==> src/rtl/source_gen.sv <==
// Packet traffic source: emits len_i beats of counter or LFSR payload
// over valid/ready, with optional idle gap cycles between beats.
module source_gen #(
   parameter int unsigned GAP  = 1,
   parameter logic [7:0]  SEED = 8'h01
) (
   input  logic       clk_i,
   input  logic       rstn_i,
   input  logic       start_i,
   input  logic       mode_i,
   input  logic [7:0] len_i,
   input  logic       ready_i,
   output logic       valid_o,
   output logic [7:0] data_o,
   output logic       busy_o,
   output logic       done_o,
   output logic [8:0] count_o
);

   // An all-zero LFSR would lock up, so fall back to 01
   localparam logic [7:0] LSEED  = (SEED == 8'h00) ? 8'h01 : SEED;
   localparam logic [7:0] LGAP   = 8'(GAP);
   localparam logic [7:0] LGAPM1 = LGAP - 8'd1;

   typedef enum logic [1:0] {
      S_IDLE,
      S_SEND,
      S_GAP
   } state_t;

   state_t     r_state;
   state_t     w_state;
   logic [8:0] r_rem;
   logic [8:0] w_rem;
   logic [7:0] r_gap_cnt;
   logic [7:0] w_gap_cnt;
   logic       r_mode;
   logic       w_mode;
   logic [7:0] r_data;
   logic [7:0] w_data;
   logic       r_valid;
   logic       w_valid;
   logic       r_busy;
   logic       w_busy;
   logic       r_done;
   logic       w_done;
   logic [8:0] r_count;
   logic [8:0] w_count;
   logic       w_xfer;
   logic [7:0] w_next;

   // Payload successor; data_o doubles as counter and LFSR state
   function automatic logic [7:0] f_next(
      input logic       mode,
      input logic [7:0] d
   );
      if (mode)
         f_next = {d[6:0], d[7] ^ d[5] ^ d[4] ^ d[3]};
      else
         f_next = d + 8'd1;
   endfunction

   assign w_xfer = r_valid & ready_i;
   assign w_next = f_next(r_mode, r_data);

   // State and all registered outputs
   always_ff @(posedge clk_i or negedge rstn_i) begin
      if (!rstn_i) begin
         r_state   <= S_IDLE;
         r_rem     <= '0;
         r_gap_cnt <= '0;
         r_mode    <= 1'b0;
         r_data    <= '0;
         r_valid   <= 1'b0;
         r_busy    <= 1'b0;
         r_done    <= 1'b0;
         r_count   <= '0;
      end else begin
         r_state   <= w_state;
         r_rem     <= w_rem;
         r_gap_cnt <= w_gap_cnt;
         r_mode    <= w_mode;
         r_data    <= w_data;
         r_valid   <= w_valid;
         r_busy    <= w_busy;
         r_done    <= w_done;
         r_count   <= w_count;
      end
   end

   // Next-state and next-output decode
   always_comb begin
      w_state   = r_state;
      w_rem     = r_rem;
      w_gap_cnt = r_gap_cnt;
      w_mode    = r_mode;
      w_data    = r_data;
      w_valid   = r_valid;
      w_busy    = r_busy;
      w_done    = 1'b0;
      w_count   = r_count;
      unique case (r_state)
         S_IDLE: begin
            if (start_i) begin
               w_state = S_SEND;
               w_mode  = mode_i;
               w_rem   = (len_i == 8'd0) ? 9'd256 : {1'b0, len_i};
               w_count = '0;
               w_data  = mode_i ? LSEED : 8'h00;
               w_valid = 1'b1;
               w_busy  = 1'b1;
            end
         end
         S_SEND: begin
            if (w_xfer) begin
               w_count = r_count + 9'd1;
               w_rem   = r_rem - 9'd1;
               if (r_rem == 9'd1) begin
                  w_state = S_IDLE;
                  w_valid = 1'b0;
                  w_busy  = 1'b0;
                  w_done  = 1'b1;
               end else if (LGAP == 8'd0) begin
                  w_data = w_next;
               end else begin
                  w_state   = S_GAP;
                  w_valid   = 1'b0;
                  w_gap_cnt = LGAPM1;
                  w_data    = w_next;
               end
            end
         end
         S_GAP: begin
            if (r_gap_cnt == 8'd0) begin
               w_state = S_SEND;
               w_valid = 1'b1;
            end else begin
               w_gap_cnt = r_gap_cnt - 8'd1;
            end
         end
         default: begin
            w_state = S_IDLE;
            w_valid = 1'b0;
            w_busy  = 1'b0;
         end
      endcase
   end

   assign valid_o = r_valid;
   assign data_o  = r_data;
   assign busy_o  = r_busy;
   assign done_o  = r_done;
   assign count_o = r_count;

endmodule

==> config.mk <==
export PLATFORM = sky130hd
export DESIGN_NAME = source_gen
export DESIGN_NICKNAME = d
export VERILOG_FILES = /design/src/rtl/source_gen.sv
export SDC_FILE = /design/constraint.sdc
export NUM_CORES = 1
export LEC_CHECK = 0
export ABC_CLOCK_PERIOD_IN_PS = 2500
export CELL_PAD_IN_SITES_DETAIL_PLACEMENT = 0
export CELL_PAD_IN_SITES_GLOBAL_PLACEMENT = 1
export CORE_MARGIN = 2
export CORE_UTILIZATION = 41
export DETAILED_ROUTE_END_ITERATION = 8
export GPL_ROUTABILITY_DRIVEN = 0
export HOLD_SLACK_MARGIN = 0.03
export PLACE_DENSITY_LB_ADDON = 0.3
export SYNTH_ARGS = -nofsm -noshare
export SYNTH_HDL_FRONTEND = slang
export SYNTH_SLANG_ARGS = --single-unit
==> constraint.sdc <==
create_clock -name clk_i -period 2.5 [get_ports clk_i]
set_clock_uncertainty 0.1 [all_clocks]
set_input_delay 0.375 -clock clk_i [delete_from_list [all_inputs] [get_ports clk_i]]
set_output_delay 0.375 -clock clk_i [all_outputs]
set_load 0.03 [all_outputs]
==> results of run 1 <==
final timing paths:
kind / depth (start not counted) / endpoint / slack, ns
max: 1 / valid_o / 0.43
max reg2reg: 6 / r_rem[8] / 0.44
min reg2reg: 1 / count_o[0] / 0.43
min: 1 / r_gap_cnt[0] / 0.09
min in group clk_i: 1 / count_o[0] / 0.43
max in group asynchronous: 1 / count_o[7] / 1.66
state kept, by name (all words and copies together) (netlist names):
| signal | flops |
|---|---|
| count_o | 9 |
| r_rem | 9 |
| data_o | 8 |
| r_gap_cnt | 8 |
| r_state | 2 |
| busy_o | 1 |
| done_o | 1 |
| r_mode | 1 |
report_power, final:
| part | internal, uW | switching, uW |
|---|---|---|
| sequential | 838 | 281 |
| clock | 323 | 217 |
| combinational | 606 | 805 |
layout make-up:
class | instances | area [um^2] | share of cell area (%)
clock buffer | 6 | 82.6 | 2.99
multi-input combinational | 184 | 1190 | 43.0
sequential | 39 | 976 | 35.3
timing repair buffer | 39 | 368 | 13.3
tap | 72 | 90.1 | 3.26
clock inverter | 2 | 35.0 | 1.27
inverter | 6 | 22.5 | 0.816
through the flow:
step / power (uW) / instances / util, % / hold WS (ns) / setup slack, ns
finish: 3070 / 348 / 51.1 / 0.0939 / 0.429
global route: 3350 / 348 / 51.1 / 0.177 / 0.322
CTS: 3110 / 348 / 51.1 / 0.120 / 0.411
detailed placement: 2550 / 340 / 48.9 / 0.423 / 0.197
global placement: 2530 / 340 / 48.9 / 0.408 / 0.261
floorplan: 2150 / 244 / - / -0.0206 / 0.580
kinds of logic after synthesis:
family | synth area share (%)
XOR/XNOR | 5.04
adder cells (fa/ha/maj) | 3.33
multiplexers | 2.33
AO/OA/AOI/OAI | 20.1
AND/OR/NAND/NOR | 21.8
buffers and inverters | 4.16
flip-flops | 43.2
cell usage in the layout, fill, tap and decap left out, types with 3 or more instances in the layout:
| cell | netlist | layout |
|---|---|---|
| o2bb2ai_1 | 5 | 5 |
| nand2b_1 | 4 | 4 |
| xnor2_1 | 3 | 3 |
| and2_1 | 3 | 3 |
| dfrtp_1 | 39 | 39 |
| ha_1 | 6 | 6 |
| a21o_1 | 4 | 4 |
| nand3_1 | 3 | 3 |
| o22ai_1 | 3 | 3 |
| o21ai_0 | 17 | 17 |
| a21oi_1 | 16 | 16 |
| buf_4 | 1 | 7 |
| a22oi_1 | 4 | 4 |
| xor2_1 | 10 | 10 |
| o211ai_1 | 4 | 4 |
| nand4_1 | 3 | 3 |
| or4_1 | 4 | 4 |
| clkdlybuf4s50_1 | 0 | 31 |
| nor2_1 | 27 | 27 |
| nor3_1 | 5 | 5 |
| nor2b_1 | 3 | 3 |
| or3_1 | 5 | 5 |
| inv_1 | 6 | 6 |
| clkbuf_8 | 0 | 6 |
| mux2i_1 | 3 | 3 |
| nand2_1 | 17 | 17 |
layer usage:
metal / part of all wire (%) / global-route usage [%] / vias up
met1: 48 / 22.9 / 906
met4: 1.5 / 5.96 / 0
met3: 2.7 / 4.02 / 8
li1: - / - / 950
met2: 48 / 28.9 / 29
met5: 0 / 0 / -
==> results.md, run 1 <==
* P&R area growth vs syn at 22.3%
* Crit start category: flip-flop
* DP HPWL at 3.52 mm
* Ys async rst share at 100%
* Largest net degree at the start of global routing at 40
* Kind of critical path: reg -> out
* Crit path required time at 2.03 ns
* Period minus WS final at 2.07 ns
* Ranking of synthesized cells by area: dfrtp_1 43%, nor2_1 4.5%, xor2_1 3.9%
* Placed Area at 2640 um^2
* Inserted Diodes at 0
* Slowest CP cell: clkdlybuf4s50_1
* Detailed Routing Iterations Pass 1 at 4
* P per Cell Area at 1110 nW/um^2
* Antenna viol nets, final at 0
* Min-delay worst type: in -> async
* Final Instance Area at 2760 um^2
* Top cell family by delay on the critical path: buffers and inverters
* Synth top area share at 43.2%
* Nets at 294
* Outcome: completed
* First-pass GRT wire length at 8.59 mm
* Longest Clk Path Bufs at 2
* Maxcap violations at 0
* Post-CTS Setup Inserts at 0
* Buffers plus inverters on the worst setup path at 1
* Slew HR at 42.1%
* Most frequent cell after synthesis: dfrtp_1
* CTS root buf: clkbuf_8
* Final period utilization at 82.8%
* Hold violation count in the final report at 0
* Skew-Pair Late Insertion Delay at 0.29 ns
* Crit. End Element: primary output
* Unrepaired setup endpoints after global routing: false
* Syn avg cell area at 9.25 um^2
* Main synth FF type: dfrtp_1
* Core Region at 5410 um^2
* Cell Chain, Critical Path: clkdlybuf4s50_1
* Worst-path clk slew at 0.08 ns
* FP Rows at 27
* CTS tree: yes
* Vias in the first global route at 1849
* Avg WL per Cell at 14.1 um
* Worst Setup SP: r_state[0]
* Hold buffer count at CTS at 0
* Die area at 6110 um^2
* Synthesized instance count at 244
* Commonest cells post-synth: 39 x dfrtp_1, 27 x nor2_1, 17 x nand2_1, 17 x o21ai_0, 16 x a21oi_1
* Syn Nets at 263
* Max incr delay on CP at 0.74 ns
* Leak at 0.00116 uW
* Area leader, netlist: dfrtp_1
* Fillers at 523
* Post-cts sizing count at 0
* Initial core utilization at 41.8%
* Register area share after synthesis at 43.2%
* Post-synth EDFFs at 0
* Port Buffer Count at 32
* Die width at 78.2 um
* CP arrival at 1.60 ns
* Final Max Tran Viols at 0
* Post-synthesis cell area at 2260 um^2
* Yosys Warn Count at 0
* Yosys reg bits at 39
* Ratio of cells with drive above 1 in the final layout at 9.42%
* Htree depth at 2
* Max Clock Freq at 483 MHz
* Num CTS Buffers at 5
* Sinks on the clock net at 39
* I/O pin count at 33
* Routed vias at 1893
* Synth cell types at 55
* Setup-failing EPs final at 0
* GR Overflow Total at 0
* DR iter-0 viols at 76
* Setup tns final at 0 ns
* Worst reg2reg startpoint: r_rem[1]
* Wirelength, routed at 4.91 mm
* Max FO, Critical Path at 12
* Die height at 78.2 um
* Initial antenna violation count at 0
* Worst-Margin Slew at 0.869 ns
* Drt via density at 5.44
* DRC viols at 0
* Max rail drop VDD at 0.511 mV
* Tot GR Track Use at 17.6%
(Power assumes the default switching activity.)
==> run 2: changes to the inputs <==
--- a/config.mk
+++ b/config.mk
@@ -5,7 +5,7 @@
 export SDC_FILE = /design/constraint.sdc
 export NUM_CORES = 1
 export LEC_CHECK = 0
-export ABC_CLOCK_PERIOD_IN_PS = 2500
+export ABC_CLOCK_PERIOD_IN_PS = 2000
 export CELL_PAD_IN_SITES_DETAIL_PLACEMENT = 0
 export CELL_PAD_IN_SITES_GLOBAL_PLACEMENT = 1
 export CORE_MARGIN = 2
==> constraint.sdc (replaced) <==
create_clock -name clk_i -period 2 [get_ports clk_i]
set_clock_uncertainty 0.1 [all_clocks]
set_input_delay 0.3 -clock clk_i [delete_from_list [all_inputs] [get_ports clk_i]]
set_output_delay 0.3 -clock clk_i [all_outputs]
set_load 0.03 [all_outputs]
==> results.md, run 2 (synthesis gave the netlist of run 1 again) <==
* Outcome: completed (unchanged)
* CTS root buf: clkbuf_8 (unchanged)
* Initial antenna violation count at 0 (unchanged)
* Most common cell after layout, fill and taps aside: dfrtp_1 (unchanged)
* Num CTS Buffers at 5 (unchanged)
* FP Rows at 27 (unchanged)
* Dpl cells at 366 (was 340)
* Crit path required time at 1.60 ns (was 2.03 ns)
* Fillers at 515 (was 523)
* Register Area at 976 um^2 (unchanged)
* Longest Clk Path Bufs at 2 (unchanged)
* Sinks on the clock net at 39 (unchanged)
* Die height at 78.2 um (unchanged)
* Detailed Routing Iterations Pass 1 at 6 (was 4)
* Post-CTS Setup Inserts at 0 (unchanged)
* Drt via density at 5.27 (was 5.44)
* Min-delay worst type: in -> async (unchanged)
* Setup-failing EPs final at 0 (unchanged)
* Max rail drop VDD at 0.677 mV (was 0.511 mV)
* Initial core utilization at 41.8% (unchanged)
* Tot GR Track Use at 17.9% (was 17.6%)
* Crit start category: flip-flop (unchanged)
* Post-layout util at 55.2% (was 51.1%)
* Antenna viol nets, final at 0 (unchanged)
* Slew HR at 64.5% (was 42.1%)
* Buffers plus inverters on the worst setup path at 1 (unchanged)
* CP arrival at 1.52 ns (was 1.60 ns)
* Fin worst setup slack at 0.0817 ns (was 0.429 ns)
* Worst-path clk slew at 0.08 ns (about the same)
* Max incr delay on CP at 0.73 ns (was 0.74 ns)
* GR Overflow Total at 0 (unchanged)
* Cell Chain, Critical Path: clkdlybuf4s50_1 (unchanged)
* Commonest non-fill, non-tap cells in the layout: 39 x dfrtp_1, 32 x buf_4, 30 x clkdlybuf4s50_1, 26 x nor2_1, 17 x nand2_1 (was 39 x dfrtp_1, 31 x clkdlybuf4s50_1, 27 x nor2_1, 17 x o21ai_0, 17 x nand2_1)
* Slowest CP cell: clkdlybuf4s50_1 (unchanged)
* DP HPWL at 3.76 mm (was 3.52 mm)
* Core Region at 5410 um^2 (unchanged)
* DRC viols at 0 (unchanged)
* Die width at 78.2 um (unchanged)
* Max FO, Critical Path at 9 (was 12)
* Ratio of cells with drive above 1 in the final layout at 18.2% (was 9.42%)
* Vias in the first global route at 1899 (was 1849)
* Crit. End Element: primary output (unchanged)
* P per Cell Area at 1380 nW/um^2 (was 1110 nW/um^2)
* Avg WL per Cell at 13.7 um (was 14.1 um)
* CTS tree: yes (unchanged)
* Period minus WS final at 1.92 ns
* Top cell family by delay on the critical path: buffers and inverters (unchanged)
* Final period utilization at 95.9%
* I/O pin count at 33 (unchanged)
* Die area at 6110 um^2 (unchanged)
* Final Max Tran Viols at 0 (unchanged)
* DR iter-0 viols at 119 (was 76)
* Maxcap violations at 0 (unchanged)
* Pre-CTS WS at -0.125 ns (was 0.197 ns)
* Inserted Diodes at 0 (unchanged)
* Worst-Margin Slew at 0.532 ns (was 0.869 ns)
* Port Buffer Count at 32 (unchanged)
* Hold violation count in the final report at 0 (unchanged)
* Area of the multi-input gates at 1210 um^2 (was 1190 um^2)
* Nets at 321 (was 294)
* First-pass GRT wire length at 8.92 mm (was 8.59 mm)
* Routed vias at 1975 (was 1893)
* P&R area growth vs syn at 32.2% (was 22.3%)
* Wirelength, routed at 5.12 mm (was 4.91 mm)
* Final std cells w/o fill at 375 (was 348)
* Skew-Pair Late Insertion Delay at 0.29 ns (about the same)
* Max Clock Freq at 521 MHz
* Largest net degree at the start of global routing at 22 (was 40)
* Leak at 0.00130 uW (was 0.00116 uW)
* Htree depth at 2 (unchanged)
* Kind of critical path: reg -> out (unchanged)
[run 2: repair_timing]
action | in CTS | in global routing
endpoints found under the hold margin | 20 | 0
resized for setup | 0 | 7
setup endpoints to repair | 0 | 12
hold buffers | 1 | 0
[run 2: area by class of cell]
type                       instances  share of cell area [%]
multi-input combinational        184                    40.5
sequential                        39                    32.7
timing repair buffer              66                    19.7
clock buffer                       8                    3.35
tap                               72                    3.02
inverter                           6                   0.755
[run 2: path summary, 6_finish.rpt]
kind                                  from            to  slack (ns)  depth (start not counted)
min in group clk_i              count_o[0]    count_o[0]        0.43                          1
max in group asynchronous           rstn_i        r_mode        0.89                          3
worst min-delay path                rstn_i  r_gap_cnt[6]        0.41                          2
worst max register to register    r_rem[1]      r_rem[8]        0.10                          6
worst max-delay path             data_o[2]     data_o[2]        0.08                          1
worst min register to register  count_o[0]    count_o[0]        0.43                          1
[run 2: stage by stage]
stage | total power (uW) | setup TNS [ns] | area, um^2 | hold slack, ns
after floorplan | 2680 | 0 | 2260 | -0.0956
after global placement | 3440 | -0.292 | 2850 | 0.197
after detailed placement | 3460 | -0.688 | 2850 | 0.203
after CTS | 4070 | 0 | 2960 | 0.422
after global routing | 4450 | -0.0218 | 2980 | 0.459
final | 4110 | 0 | 2980 | 0.411
[run 2: layer usage]
layer	up-vias	share of wire (%)	wire length, um	GRT usage, %
met3	4	2.6	135	3.33
met4	0	0.76	39	5.61
met1	938	50	2530	25.2
li1	1002	-	-	-
met5	-	0	0	0
met2	31	47	2410	28.1
[run 2: report_power, final]
| part | switching (uW) | internal [uW] | total, uW |
|---|---|---|---|
| Clock | 285 | 315 | 600 |
| Sequential | 302 | 1050 | 1350 |
| Combinational | 1140 | 1020 | 2160 |
| Total | 1720 | 2380 | 4110 |
==> run 3: changes to the inputs <==
--- a/config.mk
+++ b/config.mk
@@ -5,9 +5,10 @@
 export SDC_FILE = /design/constraint.sdc
 export NUM_CORES = 1
 export LEC_CHECK = 0
-export ABC_CLOCK_PERIOD_IN_PS = 2000
+export ABC_CLOCK_PERIOD_IN_PS = 1850
 export CELL_PAD_IN_SITES_DETAIL_PLACEMENT = 0
 export CELL_PAD_IN_SITES_GLOBAL_PLACEMENT = 1
+export CORE_ASPECT_RATIO = 1.2
 export CORE_MARGIN = 2
 export CORE_UTILIZATION = 41
 export DETAILED_ROUTE_END_ITERATION = 8
==> constraint.sdc (replaced) <==
create_clock -name clk_i -period 1.85 [get_ports clk_i]
set_clock_uncertainty 0.1 [all_clocks]
set_input_delay 0.2775 -clock clk_i [delete_from_list [all_inputs] [get_ports clk_i]]
set_output_delay 0.2775 -clock clk_i [all_outputs]
set_load 0.03 [all_outputs]
==> results.md, run 3 (synthesis gave the netlist of run 1 again) <==
* Skew-Pair Late Insertion Delay at 0.29 ns (about the same)
* P per Cell Area at 1500 nW/um^2 (was 1380 nW/um^2)
* Maxcap violations at 0 (unchanged)
* DP HPWL at 3.89 mm (was 3.76 mm)
* Max rail drop VDD at 0.760 mV (was 0.677 mV)
* First-pass GRT wire length at 9.27 mm (was 8.92 mm)
* GR Overflow Total at 0 (unchanged)
* DRC viols at 0 (unchanged)
* Max incr delay on CP at 0.44 ns (was 0.73 ns)
* Period minus WS final at 1.82 ns
* Avg WL per Cell at 14.2 um (was 13.7 um)
* Hold Crit Start: start_i
* Routed vias at 2074 (was 1975)
* Fillers at 488 (was 515)
* Hold violation count in the final report at 0 (unchanged)
* Buffers plus inverters on the worst setup path at 0 (was 1)
* Slew HR at 68.2% (was 64.5%)
* Register share of total power at 30.9% (was 32.9%)
* Top cell family by delay on the critical path: simple AND/OR/NAND/NOR gates (was buffers and inverters)
* Num CTS Buffers at 5 (unchanged)
* Min-delay worst type: in -> reg (was in -> async)
* Dpl cells at 362 (was 366)
* Crit start category: flip-flop (unchanged)
* Slowest CP cell: or3_4 (was clkdlybuf4s50_1)
* Final period utilization at 98.6%
* Unrepaired setup endpoints after global routing: true
* Clk pwr share at 12.0% (was 14.6%)
* Kind of critical path: reg -> reg (was reg -> out)
* Ratio of cells with drive above 1 in the final layout at 24.3% (was 18.2%)
* Worst Reg2Reg Path Length in Cells at 4 (was 6)
* Port Buffer Count at 32 (unchanged)
* WHS Path Cells at 3
* Inserted Diodes at 0 (unchanged)
* GR met3 Demand/Resource at 3.56% (was 3.33%)
* Drt via density at 5.47 (was 5.27)
* Leak at 0.00141 uW (was 0.00130 uW)
* Detailed Routing Iterations Pass 1 at 4 (was 6)
* DR iter-0 viols at 86 (was 119)
* Most common cell after layout, fill and taps aside: buf_4 (was dfrtp_1)
* Internal at 2680 uW (was 2380 uW)
* Max Clock Freq at 548 MHz
* Vias in the first global route at 2008 (was 1899)
* Total power at 4680 uW (was 4110 uW)
* Worst hold slack at 0.256 ns (was 0.411 ns)
* Crit. End Element: flip-flop (was primary output)
* Worst-Margin Slew at 0.478 ns (was 0.532 ns)
* Setup tns final at 0 ns (unchanged)
* Hold Path End: busy_o
* Longest Clk Path Bufs at 2 (unchanged)
* Cell Chain, Critical Path: or3_4 -> o31a_1 -> and4_4 -> a221o_1 (was clkdlybuf4s50_1)
* Max FO, Critical Path at 4 (was 9)
* Busiest grt layer: met2 (unchanged)
* Switching Share at 42.7% (was 41.9%)
* Antenna viol nets, final at 0 (unchanged)
* CP arrival at 1.90 ns (was 1.52 ns)
* P&R area growth vs syn at 38.0% (was 32.2%)
* Post-layout util at 58.8% (was 55.2%)
* Final std cells w/o fill at 379 (was 375)
* Sinks on the clock net at 39 (unchanged)
* Worst reg2reg startpoint: r_rem[4] (was r_rem[1])
* Sw Pwr at 2000 uW (was 1720 uW)
* Largest net degree at the start of global routing at 20 (was 22)
* Initial core utilization at 42.6% (was 41.8%)
* Worst R2R Setup Slack at 0.03 ns (was 0.10 ns)
* Grt met1 use at 24.1% (was 25.2%)
* Nets at 335 (was 321)
* Wirelength, routed at 5.37 mm (was 5.12 mm)
* Met2 Usage GRT at 32.7% (was 28.1%)
* Crit path required time at 1.92 ns (was 1.60 ns)
* Final Max Tran Viols at 0 (unchanged)
* Outcome: completed (unchanged)
* CTS root buf: clkbuf_8 (unchanged)
* Commonest non-fill, non-tap cells in the layout: 47 x buf_4, 38 x dfrtp_1, 25 x nor2_1, 25 x clkdlybuf4s50_1 (was 39 x dfrtp_1, 32 x buf_4, 30 x clkdlybuf4s50_1, 26 x nor2_1, 17 x nand2_1)
* Tot GR Track Use at 19.0% (was 17.9%)
* Power share of the combinational group at 57.2% (was 52.5%)
* Core Region at 5300 um^2 (was 5410 um^2)
* Setup-failing EPs final at 0 (unchanged)
* Die height at 85.3 um (was 78.2 um)
* FP Rows at 29 (was 27)
* Worst-path clk slew at 0.08 ns (about the same)
* Die width at 71.7 um (was 78.2 um)
* CTS tree: yes (unchanged)
* Die area at 6120 um^2 (was 6110 um^2)
* I/O pin count at 33 (unchanged)
* Initial antenna violation count at 0 (unchanged)
* Htree depth at 2 (unchanged)
* RR Endpoint: data_o[5] (was r_rem[8])
## run 3: cell types whose count changed in the layout (fill, tap and decap cells not counted), sizes merged
| cell | previous run | this run |
|---|---|---|
| buf | 34 | 48 |
| clkdlybuf4s50 | 30 | 25 |
| dlygate4sd2 | 0 | 3 |
| dlymetal6s2s | 1 | 3 |
| clkbuf | 8 | 7 |
| clkinv | 0 | 1 |
## run 3: area by class of cell
type / instances / area [um^2] / share of cell area, %
Clock inverter: 1 / 5.00 / 0.161
Clock buffer: 7 / 76.3 / 2.45
Inverter: 6 / 22.5 / 0.723
Sequential cell: 39 / 977 / 31.4
Timing Repair Buffer: 80 / 682 / 21.9
Multi-Input combinational cell: 184 / 1270 / 40.9
Tap cell: 62 / 77.6 / 2.49
## run 3: power groups by stage
stage	sequential (uW)	clock (uW)	combinational (uW)
3_3_place_gp	1440	0	2360
4_1_cts	1430	576	2530
3_5_place_dp	1450	0	2410
2_1_floorplan	1530	0	1390
5_1_grt	1500	618	2970
6_report	1440	559	2670
## run 3: tightest hold or removal path, delay by kind of cell
family,cells,cell delay (ns)
AO/OA/AOI/OAI,2,0.20
buffers and inverters,1,0.14
## run 3: what timing repair did
item                                   in CTS  in global routing
endpoints found under the hold margin      17                  0
resized for setup                           8                 21
setup endpoints to repair                  13                 16
buffers inserted                            3                  5
hold buffers                                1                  0
pin swaps                                   1                  7
## run 3: worst max path at each step
stage	startpoint	to	slack [ns]	cells past startpoint
after floorplan	r_state[0]	data_o[5]	-0.03	6
after global placement	start_i	data_o[5]	-0.17	5
after detailed placement	start_i	data_o[5]	-0.23	5
after CTS	data_o[0]	data_o[0]	0.009	1
after global routing	r_gap_cnt[0]	r_state[0]	-0.02	6
final	r_rem[4]	data_o[5]	0.03	4
## run 3: routing by layer
layer  wire, um  vias up  share of wire [%]
li1           -     1026                  -
met1       2350     1011                 44
met2       2790       29                 52
met3        157        8                2.9
met4         72        0                1.3
met5          0        -                  0
## run 3: per-stage QoR
stage / setup WS (ns) / area (um^2)
2_1_floorplan: -0.0323 / 2270
3_3_place_gp: -0.171 / 2880
3_5_place_dp: -0.229 / 2880
4_1_cts: 0.00943 / 3020
5_1_grt: -0.0231 / 3110
6_report: 0.0257 / 3110
